--- src/rtl/mandelbrot_pkg.sv ---
// mandelbrot_pkg: shared widths, escape threshold and FSM states for the mandelbrot pixel engine
package mandelbrot_pkg;
  localparam int WIDTH = 20;
  localparam int FRAC_BITS = 10;
  localparam int ITER_W = 8;
  localparam int TAG_W = 19;
  localparam logic signed [WIDTH-1:0] ESCAPE_SQ = 20'sh01000;
  typedef enum logic [1:0] {IDLE, RUN, DONE} state_t;
endpackage

--- src/rtl/mandelbrot_pixel_engine_if.sv ---
// mandelbrot_pixel_engine_if: job input and result output handshakes of the pixel engine
interface mandelbrot_pixel_engine_if #(
  parameter int WIDTH = mandelbrot_pkg::WIDTH,
  parameter int TAG_W = mandelbrot_pkg::TAG_W,
  parameter int ITER_W = mandelbrot_pkg::ITER_W
);
  logic in_valid;
  logic in_ready;
  logic signed [WIDTH-1:0] in_c_real;
  logic signed [WIDTH-1:0] in_c_imag;
  logic [TAG_W-1:0] in_tag;
  logic [ITER_W-1:0] max_iter;
  logic out_valid;
  logic out_ready;
  logic [ITER_W-1:0] out_iters;
  logic out_escaped;
  logic [TAG_W-1:0] out_tag;
  logic busy;
  modport master (
    output in_valid, in_c_real, in_c_imag, in_tag, max_iter, out_ready,
    input in_ready, out_valid, out_iters, out_escaped, out_tag, busy
  );
  modport slave (
    input in_valid, in_c_real, in_c_imag, in_tag, max_iter, out_ready,
    output in_ready, out_valid, out_iters, out_escaped, out_tag, busy
  );
endinterface

--- src/rtl/mandelbrot_iter.sv ---
// mandelbrot_iter: one combinational step z^2 + c in signed fixed point, plus |z|^2 of the incoming z
module mandelbrot_iter #(
  parameter int WIDTH = 20,
  parameter int FRAC_BITS = 10,
  parameter int ITER_W = 8
) (
  input  logic signed [WIDTH-1:0] z_real,
  input  logic signed [WIDTH-1:0] z_imag,
  input  logic signed [WIDTH-1:0] c_real,
  input  logic signed [WIDTH-1:0] c_imag,
  input  logic [ITER_W-1:0] iter_in,
  output logic signed [WIDTH-1:0] out_real,
  output logic signed [WIDTH-1:0] out_imag,
  output logic signed [WIDTH-1:0] size_square,
  output logic [ITER_W-1:0] iter_out
);
  logic signed [2*WIDTH-1:0] zr_x, zi_x, rr, ii, ri;
  logic signed [WIDTH-1:0] rr_s, ii_s, ri2_s;
  always_comb begin
    zr_x = $signed({{WIDTH{z_real[WIDTH-1]}}, z_real});
    zi_x = $signed({{WIDTH{z_imag[WIDTH-1]}}, z_imag});
    rr = zr_x * zr_x;
    ii = zi_x * zi_x;
    ri = zr_x * zi_x;
    rr_s = rr[WIDTH+FRAC_BITS-1:FRAC_BITS];
    ii_s = ii[WIDTH+FRAC_BITS-1:FRAC_BITS];
    // taking the slice one bit lower yields 2*zr*zi without losing the lsb
    ri2_s = ri[WIDTH+FRAC_BITS-2:FRAC_BITS-1];
    out_real = rr_s - ii_s + c_real;
    out_imag = ri2_s + c_imag;
    size_square = rr_s + ii_s;
    iter_out = iter_in + ITER_W'(1);
  end
endmodule

--- src/rtl/mandelbrot_pixel_engine.sv ---
// mandelbrot_pixel_engine: iterates one pixel per job, one mandelbrot step per clock,
// and returns the iteration count at escape or at the latched limit.
module mandelbrot_pixel_engine
  import mandelbrot_pkg::*;
#(
  parameter int WIDTH = mandelbrot_pkg::WIDTH,
  parameter int TAG_W = mandelbrot_pkg::TAG_W,
  parameter int ITER_W = mandelbrot_pkg::ITER_W
) (
  input logic clk,
  input logic rst,
  mandelbrot_pixel_engine_if.slave io
);
  state_t state, state_nxt;
  logic signed [WIDTH-1:0] zr, zi, cr, ci, nr, ni, sq;
  logic [ITER_W-1:0] iters, iter_nxt, max_l, res;
  logic [TAG_W-1:0] tag;
  logic esc, accept, escape, at_max;
  mandelbrot_iter #(.WIDTH(WIDTH), .FRAC_BITS(FRAC_BITS), .ITER_W(ITER_W)) u_iter (
    .z_real(zr), .z_imag(zi), .c_real(cr), .c_imag(ci), .iter_in(iters),
    .out_real(nr), .out_imag(ni), .size_square(sq), .iter_out(iter_nxt)
  );
  always_ff @(posedge clk or posedge rst)
    if (rst) state <= IDLE;
    else state <= state_nxt;
  // a negative square means the product wrapped, which only happens far outside the set
  always_comb begin
    escape = sq[WIDTH-1] || (sq >= ESCAPE_SQ);
    at_max = iters == max_l;
    io.in_ready = (state == IDLE) || (state == DONE && io.out_ready);
    accept = io.in_valid && io.in_ready;
    io.out_valid = state == DONE;
    io.busy = state != IDLE;
    state_nxt = accept ? RUN :
                (state == RUN && (escape || at_max)) ? DONE :
                (state == DONE && io.out_ready) ? IDLE : state;
  end
  always_ff @(posedge clk or posedge rst)
    if (rst) begin
      zr <= '0;
      zi <= '0;
      cr <= '0;
      ci <= '0;
      iters <= '0;
      max_l <= '0;
      tag <= '0;
      res <= '0;
      esc <= 1'b0;
    end else if (accept) begin
      cr <= io.in_c_real;
      ci <= io.in_c_imag;
      tag <= io.in_tag;
      max_l <= io.max_iter;
      zr <= '0;
      zi <= '0;
      iters <= '0;
    end else if (state == RUN) begin
      if (escape || at_max) begin
        res <= iters;
        esc <= escape;
      end else begin
        zr <= nr;
        zi <= ni;
        iters <= iter_nxt;
      end
    end
  assign io.out_iters = res;
  assign io.out_escaped = esc;
  assign io.out_tag = tag;
endmodule
--- src/flat_wrapper.sv ---
// flat-port wrapper written by rule: the top's interface ports become plain ports
module mandelbrot_pixel_engine_flat import mandelbrot_pkg::*;
#(
  parameter int WIDTH = mandelbrot_pkg::WIDTH,
  parameter int TAG_W = mandelbrot_pkg::TAG_W,
  parameter int ITER_W = mandelbrot_pkg::ITER_W
)
  (clk, rst, io_in_valid, io_in_c_real, io_in_c_imag, io_in_tag, io_max_iter, io_out_ready, io_in_ready, io_out_valid, io_out_iters, io_out_escaped, io_out_tag, io_busy);
  mandelbrot_pixel_engine_if #(.WIDTH(WIDTH), .TAG_W(TAG_W), .ITER_W(ITER_W)) io_i ();
  input logic clk;
  input logic rst;
  input wire logic [$bits(io_i.in_valid)-1:0] io_in_valid;
  input wire logic [$bits(io_i.in_c_real)-1:0] io_in_c_real;
  input wire logic [$bits(io_i.in_c_imag)-1:0] io_in_c_imag;
  input wire logic [$bits(io_i.in_tag)-1:0] io_in_tag;
  input wire logic [$bits(io_i.max_iter)-1:0] io_max_iter;
  input wire logic [$bits(io_i.out_ready)-1:0] io_out_ready;
  output wire logic [$bits(io_i.in_ready)-1:0] io_in_ready;
  output wire logic [$bits(io_i.out_valid)-1:0] io_out_valid;
  output wire logic [$bits(io_i.out_iters)-1:0] io_out_iters;
  output wire logic [$bits(io_i.out_escaped)-1:0] io_out_escaped;
  output wire logic [$bits(io_i.out_tag)-1:0] io_out_tag;
  output wire logic [$bits(io_i.busy)-1:0] io_busy;
  assign io_i.in_valid = io_in_valid;
  assign io_i.in_c_real = io_in_c_real;
  assign io_i.in_c_imag = io_in_c_imag;
  assign io_i.in_tag = io_in_tag;
  assign io_i.max_iter = io_max_iter;
  assign io_i.out_ready = io_out_ready;
  assign io_in_ready = io_i.in_ready;
  assign io_out_valid = io_i.out_valid;
  assign io_out_iters = io_i.out_iters;
  assign io_out_escaped = io_i.out_escaped;
  assign io_out_tag = io_i.out_tag;
  assign io_busy = io_i.busy;
  mandelbrot_pixel_engine #(.WIDTH(WIDTH), .TAG_W(TAG_W), .ITER_W(ITER_W)) u_core (.clk(clk), .rst(rst), .io(io_i));
endmodule
--- config.mk ---
export PLATFORM = sky130hd
export DESIGN_NAME = mandelbrot_pixel_engine_flat
export DESIGN_NICKNAME = d
export VERILOG_FILES = /design/src/rtl/mandelbrot_pkg.sv /design/src/rtl/mandelbrot_pixel_engine_if.sv /design/src/rtl/mandelbrot_iter.sv /design/src/rtl/mandelbrot_pixel_engine.sv /design/src/flat_wrapper.sv
export SDC_FILE = /design/constraint.sdc
export NUM_CORES = 2
export LEC_CHECK = 0
export BUFFER_PORTS_ARGS = -buffer_cell sky130_fd_sc_hd__buf_2
export CAP_MARGIN = 20
export CORE_UTILIZATION = 60
export CTS_CLUSTER_SIZE = 10
export DETAILED_ROUTE_END_ITERATION = 16
export PLACE_DENSITY = 0.77
export SYNTH_ARGS = -nofsm -noshare
export SYNTH_HDL_FRONTEND = slang
export SYNTH_SLANG_ARGS = --single-unit
--- constraint.sdc ---
create_clock -name clk -period 13.51 [get_ports clk]
set_input_delay 4.053 -clock clk [delete_from_list [all_inputs] [get_ports clk]]
set_output_delay 4.053 -clock clk [all_outputs]
set_load 0.005 [all_outputs]
---- Word-level counts from Yosys, hierarchy flattened ----
Cells that the tools add are included.
word-level totals
  memory bits (writable) .................. 0
  memories ................................ 0
  output and inout bits ................... 31
  memory bits (read-only) ................. 0
  input bits .............................. 71
  logic and storage cells ................. 48
  bits in latches ......................... 0
  bits in registers ....................... 126
operators by class
  muxes and demuxes ....................... 12
  equal/unequal tests ..................... 4
  magnitude comparators ................... 1
  multiply operators ...................... 3
  shift-type cells ........................ 0
  reductions and logical operators ........ 12
  bitwise operators ....................... 1
  divide/modulo/power cells ............... 0
  add/sub/neg operators ................... 5
operators by type and width
  operator                                                                 count
  20-bit 2-to-1 mux                                                        6
  20-bit adder                                                             3
  20-bit by 20-bit multiplier with 30-bit output                           2
  20-bit by 20-bit multiplier with 29-bit output                           1
  8-bit 2-to-1 mux                                                         3
  20-bit by 14-bit >= comparator with 1-bit output, second input constant  1
  20-bit subtractor                                                        1
  8-bit by 1-bit adder with 8-bit output, second input constant            1
  8-bit == test                                                            1
  2-bit 2-to-1 mux                                                         3
  2-bit nonzero test                                                       2
  1-bit logical AND                                                        3
  1-bit logical OR                                                         3
  3-bit AND reduction                                                      1
  3-bit nonzero test                                                       1
  2-bit by 1-bit == test with 1-bit output, second input constant          1
  2-bit == test, second input constant                                     1
  2-bit zero test                                                          1
  2-bit by 1-bit != test with 1-bit output, second input constant          1
  2-bit AND reduction                                                      1
  1-bit NOT                                                                1

---- Longest topological paths before layout ----
  depth after elaboration ................. 8
  gate-level depth with buffers ........... 46

---- Hierarchy ----
From an unflattened synthesis, not the netlist that was laid out.
second synthesis, totals
  cells, all modules ...................... 4149
  area, all modules ....................... 39105.0 um^2
by module, submodules not included
  module                   cells each  sequential area each (um^2)  area an instance (um^2)  times used
  mandelbrot_iter          3751        0.0                          33892.5                  1
  mandelbrot_pixel_engine  398         3153.0                       5212.5                   1

---- Worst setup path before layout ----
Ideal clock, no wire load.
  kind .................................... register -> register
  from .................................... register u_core.zr[8]
  to ...................................... register u_core.iters[7]
  arrival ................................. 10.126 ns
  cell stages (with the launch flop) ...... 42
  setup slack ............................. 3.306 ns
  required time ........................... 13.432 ns
  library setup time ...................... 0.078 ns
  cells stage by stage .................... dfrtp_1 > clkbuf_1 > clkbuf_1 > nand2_1 > fa_1 > inv_1 > fa_1 > fa_1 > fa_1 > inv_1 > fa_1 > inv_1 > fa_1 > inv_1 > fa_1 > inv_1 > ha_1 > nand3_1 > [6 not listed] > nor2_1 > o311a_1 > a211oi_1 > xnor2_1 > ha_1 > inv_1 > a32oi_1 > o2111ai_1 > a2111oi_0 > o311ai_0 > nor4_1 > nand4_1 > or2_1 > buf_2 > or2_4 > buf_6 > or4_1 > a21oi_1
between the ends
  cells in the longest elaborated chain, start to end .. 7
RTL lines
  element                                                 line                           source
  start: declaration                                      mandelbrot_pixel_engine.sv:15  logic signed [WIDTH-1:0] zr, zi, cr, ci, nr, ni, sq;
  start signal: assignment                                mandelbrot_pixel_engine.sv:62  zr <= nr;
  20-bit by 20-bit multiplier with 30-bit output (*)      mandelbrot_iter.sv:22          rr = zr_x * zr_x;
  20-bit adder (*)                                        mandelbrot_iter.sv:31          size_square = rr_s + ii_s;
  20-bit by 14-bit >= comparator with 1-bit output        mandelbrot_pixel_engine.sv:28  escape = sq[WIDTH-1] || (sq >= ESCAPE_SQ);
  1-bit logical OR (*)                                    mandelbrot_pixel_engine.sv:28
  1-bit logical OR (*)                                    mandelbrot_pixel_engine.sv:58  if (escape || at_max) begin
  2-bit by 1-bit != test with 1-bit output (no line) (*)  n/a
  2-bit AND reduction (no line) (*)                       n/a
  end signal: assignment                                  mandelbrot_pixel_engine.sv:64  iters <= iter_nxt;
  end: declaration                                        mandelbrot_pixel_engine.sv:16  logic [ITER_W-1:0] iters, iter_nxt, max_l, res;
Every way passes the cells marked *; elsewhere a longest branch is shown, timed or not.
A chain may end at the register's enable or synchronous reset.

---- Final worst setup path ----
  from .................................... register u_core.zr[6]
  to ...................................... register u_core.iters[7]
The elaborated chain is that of the path after synthesis.

==> results.yml <==
floorplanning:
  initial_utilization: 0.611
  die_area_um2: 65600
  rows: 92
  design.core.area_um2: 63400
  die_w_um: 256
  ioPinCount: 102
  die_h_um: 256
drt:
  dr_wl_met2_mm: 45.4
  ant_nets: 0
  vias: 27800
  route.met3.wl_mm: 6.74
  drcViolationCount: 0
  viasPerCell: 5.46
  drt_iter0_drc: 1922
  totalWireLength_mm: 94.2
  dr.max_layer_used: "met4"
  drt-wirelength-per-cell_um: 18.5
  dr.pass1.iters: 5
  wirelength_met1_mm: 38.0
setup_path:
  path_max_fanout: 84
  critPathLaunchType: "flip-flop"
  cpPeakStageDelay_ns: 0.64
  required_ns: 13.90
  endpoint_kind: "flip-flop"
  cp_slowest_cell: "nor4_1"
  crit_type: "flip-flop to flip-flop"
  cpMostUsedCell: "fa_1"
  worst_ep_arrival_time_ns: 12.29
yosys:
  synthFlopType: "dfrtp_1"
  yosysSeqAreaShare: 0.0814
  async_reset_ff_frac: 1.00
  synth_cell_types: 70
  ys_warn_count: 0
  syn_nets: 5532
  syn-instance-count: 4238
  syn_area_um2: 38700
  synth_edf_count: 0
  avgSynthCellArea_um2: 9.14
  ys_ff_latch: 126
sta:
  clock_skew_ns: 0.0143
  fin_ws_ns: 1.61
  rsz0062_at_grt: "no"
  slew_violations: 0
  fin_setup_tns_ns: 0
  setup_viol: 0
  fin_crit_ns: 11.90
  worstMarginPinSlew_ns: 1.17
  finalCritPeriodShare: 0.881
  holdWs_ns: 0.471
  max_clock_freq_ghz: 0.0841
  timing_hold_violations_final: 0
  relSlewSlack: 0.223
clock_tree:
  post_cts_resized: 0
  cts_tree: "yes"
  clkLatencyLatePin_ns: 0.48
  clk_pin_slew_worst_paths_ns: 0.06
  cts_buffers: 17
  cts_sinks: 126
  cts-root-buf: "clkbuf_16"
  h-tree-depth: 4
  cts_buffer_depth: 2
  post-cts-setup-buffer-count: 0
  postCtsHoldBufs: 0
grt:
  antenna_found_initial: 0
  grt_pass1_vias: 30200
  grt_use_total: 0.307
  grt_max_degree: 87
  grt_pass1_wl_mm: 156
  grt_overflow: 0
final_layout:
  multi_input_area_um2: 30900
  drive_gt1_frac: 0.0498
  fill_cells: 5199
  final_core_util: 0.640
  final_nets: 5519
  antenna_cells: 0
  stdcell_count: 5084
  final_common_cell: "inv_1"
  final_cell_mix: "inv_1, fa_1, nand2_1, ha_1, and2_1"
  fin_area_um2: 40600
  area_growth_pct: 4.78
  seqCellArea_um2: 3150
pwr:
  ir_worst_vdd_mv: 0.187
  p_per_area_nw_per_um2: 74.2
  p_leak_nw: 21.9
  power_mw: 3.01
placed_design:
  placed_area_um2: 39900
  port_buffers: 101
  dp.cells: 5052
  hpwl_mm: 75.4
  place_congestion: 0.905
  pre_cts_ws_ns: 1.87
worst_hold_path:
  hp-class: "flip-flop to flip-flop"
run:
  maxCapViolations: 0
outcome:
  status: "finished, final reports clean"
## power breakdown
part,leakage [nW],internal [mW],switching [mW]
Combinational,19.9,0.741,1.17
Clock,0.307,0.312,0.218
Sequential,1.64,0.477,0.0928
## cells in the mapped netlist, drive strengths merged, types with 54 or more instances
library cell | instances | area, um^2
o21ai | 82 | 410
ha | 348 | 4350
inv | 1064 | 3990
nand3 | 64 | 320
dfrtp | 126 | 3150
and2 | 295 | 1850
xnor2 | 126 | 1100
clkbuf | 168 | 632
a21oi | 65 | 325
nor2 | 120 | 450
fa | 875 | 17500
nand2 | 581 | 2180
xor2 | 54 | 473
## cell families after synthesis
family | share of synthesized area
buf+inv | 0.121
fa+ha+maj | 0.565
simple gates | 0.145
compound gates | 0.0442
xor+xnor | 0.0413
flops | 0.0814
mux | 0.00262
## critical path: cells and delay by family, from the launching register on
family,cells,cell delay [ns]
xor+xnor,1,0.29
compound gates,12,2.76
buf+inv,2,0.86
fa+ha+maj,9,4.01
simple gates,10,3.41
flops,1,0.43
## per-layer routing
layer  global-route usage  vias up
li1                     -    12400
met1                0.410    14100
met2                0.502     1029
met3               0.0451      223
met4                0.128        0
met5                    0        -
## final timing paths
check	start	end	slack [ns]	cells after the start
worst max-delay path	u_core.zr[6]$_DFFE_PP0P_	u_core.iters[7]$_DFFE_PP0P_	1.61	34
worst min-delay path	u_core.io.out_tag[18]$_DFFE_PP0P_	u_core.io.out_tag[18]$_DFFE_PP0P_	0.47	2
worst max register to register	u_core.zr[6]$_DFFE_PP0P_	u_core.iters[7]$_DFFE_PP0P_	1.61	34
worst min register to register	u_core.io.out_tag[18]$_DFFE_PP0P_	u_core.io.out_tag[18]$_DFFE_PP0P_	0.47	2
max in group asynchronous	rst	u_core.max_l[6]$_DFFE_PP0P_	8.44	3
min in group asynchronous	rst	u_core.cr[10]$_DFFE_PP0P_	3.64	2
## sequential cells by signal, summed over array words and instances, names as in the netlist
name and cells:
u_core.io.out_iters 8, u_core.cr 20, u_core.max_l 8, u_core.state 2, u_core.io.out_tag 19, u_core.zr 20
u_core.iters 8, u_core.io.out_escaped 1, u_core.zi 20, u_core.ci 20
## cell type report
cell class / count / share of cell area
multi-input combinational: 2871 / 0.762
inverter: 1066 / 0.0987
sequential: 126 / 0.0777
tap: 846 / 0.0261
timing repair buffer: 143 / 0.0202
clock buffer: 18 / 0.0106
clock inverter: 14 / 0.00500
Power figures use the tool's default switching activity.
